`src/rtl/oldland_bus_pkg.sv`:
```
// Shared definitions for oldland memory-bus clients: arbiter state encoding
// and the width of the bus wait/timeout counter.
package oldland_bus_pkg;

  localparam int TIMEOUT_W = 10;

  // One-hot so each grant decode is a single flop bit.
  typedef enum logic [2:0] {
    IDLE   = 3'b001,
    GRANT0 = 3'b010,
    GRANT1 = 3'b100
  } arb_state_t;

endpackage

```
`src/rtl/oldland_bus_timeout.sv`:
```
// Bus wait counter: counts unacknowledged cycles of an active transfer and
// flags when the count reaches the configured abort threshold.
module oldland_bus_timeout
  import oldland_bus_pkg::*;
#(
  parameter logic [TIMEOUT_W-1:0] timeout_cycles = 10'd1023
) (
  input  logic clk,
  input  logic rst_n,
  input  logic count_en,
  input  logic clear,
  output logic timeout_hit
);

  logic [TIMEOUT_W-1:0] wait_cnt;

  // Clear has priority so a completed or released transfer restarts from 0.
  always_ff @(posedge clk or negedge rst_n) begin
    if (!rst_n)        wait_cnt <= '0;
    else if (clear)    wait_cnt <= '0;
    else if (count_en) wait_cnt <= wait_cnt + 1'b1;
  end

  assign timeout_hit = (wait_cnt == timeout_cycles);

endmodule

```
`src/rtl/oldland_mem_arbiter.sv`:
```
// Two-master round-robin arbiter for the shared oldland memory bus.
// Master 0 is the instruction cache, master 1 the data cache. A grant is
// held for as long as the owner keeps access high so bursts are never split.
module oldland_mem_arbiter
  import oldland_bus_pkg::*;
#(
  parameter logic [TIMEOUT_W-1:0] timeout_cycles = 10'd1023
) (
  input  logic        clk,
  input  logic        rst_n,
  // master 0 (instruction cache)
  input  logic        m0_access,
  input  logic        m0_wr_en,
  input  logic [29:0] m0_addr,
  input  logic [31:0] m0_wr_val,
  input  logic [3:0]  m0_bytesel,
  output logic [31:0] m0_data,
  output logic        m0_ack,
  output logic        m0_error,
  // master 1 (data cache)
  input  logic        m1_access,
  input  logic        m1_wr_en,
  input  logic [29:0] m1_addr,
  input  logic [31:0] m1_wr_val,
  input  logic [3:0]  m1_bytesel,
  output logic [31:0] m1_data,
  output logic        m1_ack,
  output logic        m1_error,
  // shared bus
  output logic        b_access,
  output logic        b_wr_en,
  output logic [29:0] b_addr,
  output logic [31:0] b_wr_val,
  output logic [3:0]  b_bytesel,
  input  logic [31:0] b_data,
  input  logic        b_ack,
  input  logic        b_error
);

  arb_state_t state;
  logic       last_grant;
  logic       g0, g1, granted;
  logic       gnt_access;
  logic       timeout_hit, abort, release_gnt;
  logic       rsp_ack, rsp_err;

  assign g0      = state[1];
  assign g1      = state[2];
  assign granted = g0 | g1;

  // Request of whichever master owns the bus; zero while idle.
  assign gnt_access = (g0 & m0_access) | (g1 & m1_access);

  // An ack on the threshold cycle completes the transfer normally.
  assign abort       = granted & timeout_hit & ~b_ack;
  assign release_gnt = granted & (~gnt_access | abort);

  // Bus request path: pure muxing, no added latency.
  always_comb begin
    b_wr_en   = 1'b0;
    b_addr    = '0;
    b_wr_val  = '0;
    b_bytesel = '0;
    if (g0) begin
      b_wr_en   = m0_wr_en;
      b_addr    = m0_addr;
      b_wr_val  = m0_wr_val;
      b_bytesel = m0_bytesel;
    end else if (g1) begin
      b_wr_en   = m1_wr_en;
      b_addr    = m1_addr;
      b_wr_val  = m1_wr_val;
      b_bytesel = m1_bytesel;
    end
  end

  assign b_access = gnt_access & ~abort;

  // A timeout is reported as an errored completion so the master unblocks.
  assign rsp_ack = granted & (b_ack | abort);
  assign rsp_err = granted & (b_error | abort);

  assign m0_ack   = g0 & rsp_ack;
  assign m0_error = g0 & rsp_err;
  assign m0_data  = m0_ack ? b_data : 32'd0;
  assign m1_ack   = g1 & rsp_ack;
  assign m1_error = g1 & rsp_err;
  assign m1_data  = m1_ack ? b_data : 32'd0;

  oldland_bus_timeout #(
    .timeout_cycles(timeout_cycles)
  ) u_timeout (
    .clk        (clk),
    .rst_n      (rst_n),
    .count_en   (granted & b_access & ~b_ack & ~b_error),
    .clear      (~granted | b_ack | b_error | release_gnt),
    .timeout_hit(timeout_hit)
  );

  // Arbitration FSM; last_grant resets to 1 so master 0 wins the first tie.
  always_ff @(posedge clk or negedge rst_n) begin
    if (!rst_n) begin
      state      <= IDLE;
      last_grant <= 1'b1;
    end else begin
      case (state)
        IDLE: begin
          if (m0_access && m1_access) state <= last_grant ? GRANT0 : GRANT1;
          else if (m0_access)         state <= GRANT0;
          else if (m1_access)         state <= GRANT1;
        end
        GRANT0: if (release_gnt) begin
          state      <= IDLE;
          last_grant <= 1'b0;
        end
        GRANT1: if (release_gnt) begin
          state      <= IDLE;
          last_grant <= 1'b1;
        end
        default: state <= IDLE;
      endcase
    end
  end

endmodule

```
`config.mk`:
```
export PLATFORM = sky130hd
export DESIGN_NAME = oldland_mem_arbiter
export DESIGN_NICKNAME = d
export VERILOG_FILES = /design/src/rtl/oldland_bus_pkg.sv /design/src/rtl/oldland_bus_timeout.sv /design/src/rtl/oldland_mem_arbiter.sv
export SDC_FILE = /design/constraint.sdc
export NUM_CORES = 1
export LEC_CHECK = 0
export BUFFER_PORTS_ARGS = -buffer_cell sky130_fd_sc_hd__buf_2
export CAP_MARGIN = 20
export CORE_AREA = 4 4 119 121
export CTS_CLUSTER_DIAMETER = 100
export CTS_CLUSTER_SIZE = 12
export DETAILED_ROUTE_END_ITERATION = 16
export DIE_AREA = 0 0 123 125
export MAX_ROUTING_LAYER = met4
export PLACE_DENSITY = 0.45
export SLEW_MARGIN = 15
export SYNTH_ARGS = -nofsm -noshare
export SYNTH_HDL_FRONTEND = slang
export SYNTH_SLANG_ARGS = --single-unit
export TNS_END_PERCENT = 10
```
`constraint.sdc`:
```
create_clock -name clk -period 1.8 [get_ports clk]
set_input_delay 0.09 -clock clk [delete_from_list [all_inputs] [get_ports clk]]
set_output_delay 0.09 -clock clk [all_outputs]
set_load 0.01 [all_outputs]
```
# ---- After elaboration in Yosys (flattened, before gate mapping)
# Index checks and enable logic that the tools add are counted.
dict set report classes {
  n_addsub 1
  n_eq_ne 8
  n_mux 21
  n_bitwise 28
  n_reduce_logical 6
}
# cell count
set ops {}
lappend ops {{2-to-1 mux 32 bit} 4}
lappend ops {{2-to-1 mux 30 bit} 2}
lappend ops {{2-to-1 mux 10 bit} 2}
lappend ops {{bitwise AND 1 bit} 15}
lappend ops {{2-to-1 mux 3 bit} 5}
lappend ops {{adder 10 x 1 -> 10 bit, second input constant} 1}
lappend ops {{== test 10 bit, second input constant} 1}
lappend ops {{2-to-1 mux 4 bit} 2}
lappend ops {{OR 1 bit} 8}
lappend ops {{case mux 3 bit (2 select lines)} 1}
lappend ops {{inverter 1 bit} 5}
lappend ops {{2-to-1 mux 1 bit} 4}
lappend ops {{!= test 2 bit, second input constant} 2}
lappend ops {{!= test 4 bit, second input constant} 1}
lappend ops {{nonzero test 2 bit} 2}
lappend ops {{== test 3 x 1 -> 1 bit, second input constant} 1}
lappend ops {{== test 3 x 2 -> 1 bit, second input constant} 1}
lappend ops {{== test 3 bit, second input constant} 1}
lappend ops {{AND reduction 3 bit} 1}
lappend ops {{!= test 2 x 1 -> 1 bit, second input constant} 1}
lappend ops {{case mux 1 bit (2 select lines)} 1}
lappend ops {{AND reduction 2 bit} 1}
lappend ops {{OR reduction 2 bit} 1}
lappend ops {{logical AND 1 bit} 1}
dict set report word_totals {
  register_bits 14
  inputBits 172
  out_inout_bits 136
  wordCells 67
}

# ---- Depth between registers and ports, before layout
dict set report logic_depth {
  depth_word 10
  ltp_mapped 6
}

# ---- By module
# Synthesis repeated with hierarchy kept, for this count alone.
dict set report hier_totals {
  cells_unflattened 243
  area_unflattened_um2 1931.9
}
# mod instances cells_per_inst area_per_inst_um2 seq_area_each_um2
set by_module_without_submodules {}
lappend by_module_without_submodules {oldland_mem_arbiter 1 194 1427.6 102.6}
lappend by_module_without_submodules {oldland_bus_timeout 1 49 504.2 250.2}

# ---- Least setup slack after synthesis
# No wires, ideal clock.
dict set report synth_path {
  path_type {flip-flop to flip-flop}
  from {register u_timeout.wait_cnt[0]}
  to {register u_timeout.wait_cnt[6]}
  setup_ps 77
  arrival_ps 1705
  t_required_ps 1723
  path_slack_ps 18
  path_stages_with_launch 7
  path_buffers 1
  synth_period_minus_slack_ps 1782
  cell_sequence {dfrtp_1 ha_1 nand4_2 nor3_1 or4b_2 buf_2 a21oi_1}
}
dict set report synth_via {
  elab_chain_len 9
  word_cells_on_any_way 15
}
# item line_no
set synth_rtl {}
lappend synth_rtl {{start: declaration} oldland_bus_timeout.sv:15} ;# logic [TIMEOUT_W-1:0] wait_cnt;
lappend synth_rtl {{start signal: assignment} oldland_bus_timeout.sv:21} ;# else if (count_en) wait_cnt <= wait_cnt + 1'b1;
lappend synth_rtl {{== test 10 bit} oldland_bus_timeout.sv:24} ;# assign timeout_hit = (wait_cnt == timeout_cycles);
lappend synth_rtl {{bitwise AND 1 bit (2 in a row)} oldland_mem_arbiter.sv:55} ;# assign abort = granted & timeout_hit & ~b_ack;
lappend synth_rtl {{inverter 1 bit} oldland_mem_arbiter.sv:77} ;# assign b_access = gnt_access & ~abort;
lappend synth_rtl {{bitwise AND 1 bit} oldland_mem_arbiter.sv:77}
lappend synth_rtl {{bitwise AND 1 bit (3 in a row)} oldland_mem_arbiter.sv:95} ;# .count_en (granted & b_access & ~b_ack & ~b_error),
lappend synth_rtl {{nonzero test 2 bit (no line)} -}
# Parallel ways exist; a longest one is shown, timed or not. The select of a mux whose other input is x is not followed.
# A chain may end at the register's enable or synchronous reset.

# ---- Final worst setup path
dict set report layout_path {
  from {register u_timeout.wait_cnt[1]}
  to {output m0_error}
}
dict set report layout_via {
  elab_chain_len 6
}
# item line_no
set layout_rtl {}
lappend layout_rtl {{== test 10 bit} oldland_bus_timeout.sv:24}
lappend layout_rtl {{bitwise AND 1 bit (2 in a row)} oldland_mem_arbiter.sv:55}
lappend layout_rtl {{OR 1 bit} oldland_mem_arbiter.sv:81} ;# assign rsp_err = granted & (b_error | abort);
lappend layout_rtl {{bitwise AND 1 bit} oldland_mem_arbiter.sv:81}
lappend layout_rtl {{bitwise AND 1 bit} oldland_mem_arbiter.sv:84} ;# assign m0_error = g0 & rsp_err;
lappend layout_rtl {{end: declaration} oldland_mem_arbiter.sv:19} ;# output logic m0_error,
# Every way passes these cells.

==> summary.txt <==
Run status
  • Status: complete, but fails checks
  • Failing checks: negative setup slack

Setup path
  • Worst Path Required: approximately 1.7 ns
  • Reg-to-Reg Start: state[2]
  • Reg2reg end: state[1]
  • Critical path cell sequence: ha_4, nand4_4, buf_4, nor4_4, buf_4, nor2_1, nor2_1, buf_2
  • CP max-delay cell: dfrtp_1
  • CP Max Fanout: 3
  • CP Class: reg2out
  • Crit path to: m0_error
  • Worst setup startpoint: u_timeout.wait_cnt[1]
  • CP max stage delay: approximately 0.39 ns
  • Critical Path AT: about 1.8 ns
  • R2r worst-path depth: 6
  • R2R setup slack: -0.01 ns
  • CP Launch Type: flop
  • Endpoint class of the critical path: output port

Yosys
  • Synth Flop Type: dfrtp_1
  • Syn Std Cell Area: between 1500 and 2000 µm²
  • Dominant cell type by area after synthesis: a22o_1
  • Most common cell in the synthesized netlist: a22o_1
  • Synth area leaders: a22o_1 32%, and2_1 22%, dfrtp_1 16%
  • Post-synth EDFFs: 0
  • Synth top cells by count: 67 x a22o_1, 64 x and2_1, 13 x clkbuf_1
  • Seq/Total Area, Yosys: 19.02%
  • Ys async rst share: between 90% and 100%
  • Post-synthesis area per instance: around 8 µm²
  • Post-synth top area share: between 30% and 40%
  • Flops & latches, synth: 14
  • Yosys warns: 0
  • Distinct cells, synth: 38
  • Syn Inst Count: 233
  • Syn Nets: just over 400

Clocking
  • CTS root buf: clkbuf_16
  • Total CTS buffers: 3
  • CTS tree: done
  • Max Buffers Root-to-Sink: 2
  • CTS sink cnt: 14
  • CTS clk-pin slew, worst paths: 0.04 ns
  • H-tree lvl count: 1
  • Skew-Pair Late Insertion Delay: roughly 0.24 ns

Power
  • Power Dens Cells: about 940 nW/µm²
  • Leakage power: about 2.3 nW
  • Final Power: ~3.6 mW
  • Peak supply drop: roughly 0.37 mV

Floorplanning
  • Rows: 42
  • Die Span X: ~120 µm
  • Die Y: ~130 µm
  • Core Footprint: between 10000 and 15000 µm²
  • Die Area: 15380 µm²
  • I/O pin count: 308
  • Starting Density: roughly 14%

Finish
  • Filler cell count: around 1400
  • Design area: roughly 3900 µm²
  • Antenna diodes: 0
  • Multi-input logic area: ~1400 µm²
  • FF/Latch Area: roughly 350 µm²
  • Fraction of layout cells with a size suffix above 1: 63.59%
  • Fin util: 29.56%
  • Nets@finish: slightly above 700
  • Non-Filler Instances: around 720
  • Area grow syn2layout: 108.4%

Timing
  • Slew @ Worst Pin: between 0.3 and 0.4 ns
  • F_max: 537.6 MHz
  • WHS: between 0.1 and 0.15 ns
  • Final cycle utilization of the critical path: 103.3%
  • RSZ-0062 raised after global routing: yes
  • Max-slew violations: 0
  • Final min period: 1.860 ns
  • Slew margin rel.: 76.31%
  • Setup TNS: -0.3445 ns
  • Final setup fails: 37
  • Clock Skew: 0.0005488 ns
  • Final setup margin: -0.06002 ns
  • Fin. Hold Viols: 0

Placement
  • DP Area: 3671 µm²
  • RePlAce Congestion: between 0.8 and 0.9
  • Post-Place Setup Slack: -0.03870 ns
  • Port Buffers: about 310
  • Placed cells: 708
  • HPWL Detailed: ~8.8 mm

Global route
  • Pin count of the biggest net entering global routing: just over 70
  • Initial antenna violation count: 0
  • Overall routing resource usage: between 10 and 15%
  • Grt ovf: 0
  • Vias in the first global route: 3045
  • Global-route wire length before repair: around 15 mm

Route
  • Routed WL per cell: about 14 µm
  • Number of DRC markers in iteration 0: 76
  • DRT antenna net count: 0
  • Via density: between 4 and 5
  • DRC: 0
  • Drt pass-1 iters: 4
  • Routed WL: just over 10 mm
  • Via count: 3011

Run
  • Total of max-cap violations: 0

Hold path
  • Worst hold path class: in2reg
==> kinds of logic after synthesis <==
family                   Yosys count  synth area share [%]
buffers and inverters             27                 6.878
XOR/XNOR                           7                 3.304
flip-flops                        14                 19.02
adder cells (fa/ha/maj)            1                0.6742
AO/OA/AOI/OAI                     84                 38.03
AND/OR/NAND/NOR                  100                 32.10
==> worst max-delay path: cells and delay by family, from the launching register on <==
family                     cells  cell delay [ns]
buffers and inverters          3             0.47
adders and majority gates      1             0.17
and+or+nand+nor                4             0.48
DFF                            1             0.39
==> power breakdown <==
group	internal [mW]	switching [mW]	total [mW]
registers	0.374	0.0718	0.446
logic	1.32	1.42	2.74
clock network	0.336	0.120	0.456
==> metal layers <==
metal | track usage (%) | share of wire [%] | up-vias | wire [µm]
met5 | - | 0 | - | 0
met4 | 1.954 | 0.66 | 0 | 68
met3 | 2.033 | 11 | 4 | 1155
met2 | 23.45 | 52 | 197 | 5334
met1 | 12.94 | 36 | 1338 | 3715
li1 | - | - | 1472 | -
==> worst min-delay path by stage <==
stage | from | end | cells past startpoint
5_1_grt | m0_access | state[1] | 3
3_5_place_dp | rst_n | u_timeout.wait_cnt[0] | 1
6_report | m0_access | state[1] | 3
2_1_floorplan | rst_n | state[1] | 0
3_3_place_gp | rst_n | u_timeout.wait_cnt[0] | 1
4_1_cts | m0_access | state[1] | 3
==> layout by cell type (no fill, tap or decap), types with 2 or more instances in the layout <==
cell / Yosys / layout
buf_2: 4 / 303
a22o_1: 67 / 67
and2_1: 64 / 64
buf_4: 1 / 16
nor2_1: 12 / 12
dfrtp_1: 12 / 11
nand2_1: 5 / 5
xor2_1: 5 / 5
inv_1: 4 / 4
o21ai_0: 4 / 4
buf_12: 0 / 4
o21a_1: 3 / 3
a21oi_1: 3 / 3
clkbuf_16: 0 / 3
buf_6: 1 / 3
nand4_1: 2 / 2
or3_2: 2 / 2
nand3_1: 3 / 2
xnor2_1: 2 / 2
o31ai_1: 2 / 2
dfstp_2: 2 / 2
==> sequential cells by signal (all words and copies together) (netlist names) <==
| name | count |
|---|---|
| state | 3 |
| u_timeout.wait_cnt | 10 |
| last_grant | 1 |
==> cell type report <==
| cell class | count | share of cell area (%) |
|---|---|---|
| Timing Repair Buffer | 327 | 45.52 |
| Multi-Input combinational cell | 192 | 36.95 |
| Sequential cell | 14 | 9.156 |
| Inverter | 4 | 0.3882 |
| Clock buffer | 4 | 2.297 |
| Tap cell | 176 | 5.694 |
==> what timing repair did <==
item                                   4_1_cts  5_1_grt
setup endpoints to repair                   96      142
hold buffers                                 1        0
endpoints found under the hold margin       12        0
pin swaps                                   11       33
resized for setup                            8        3
setup buffers                                3        1
Note: power is estimated with default switching activity, not from simulation.
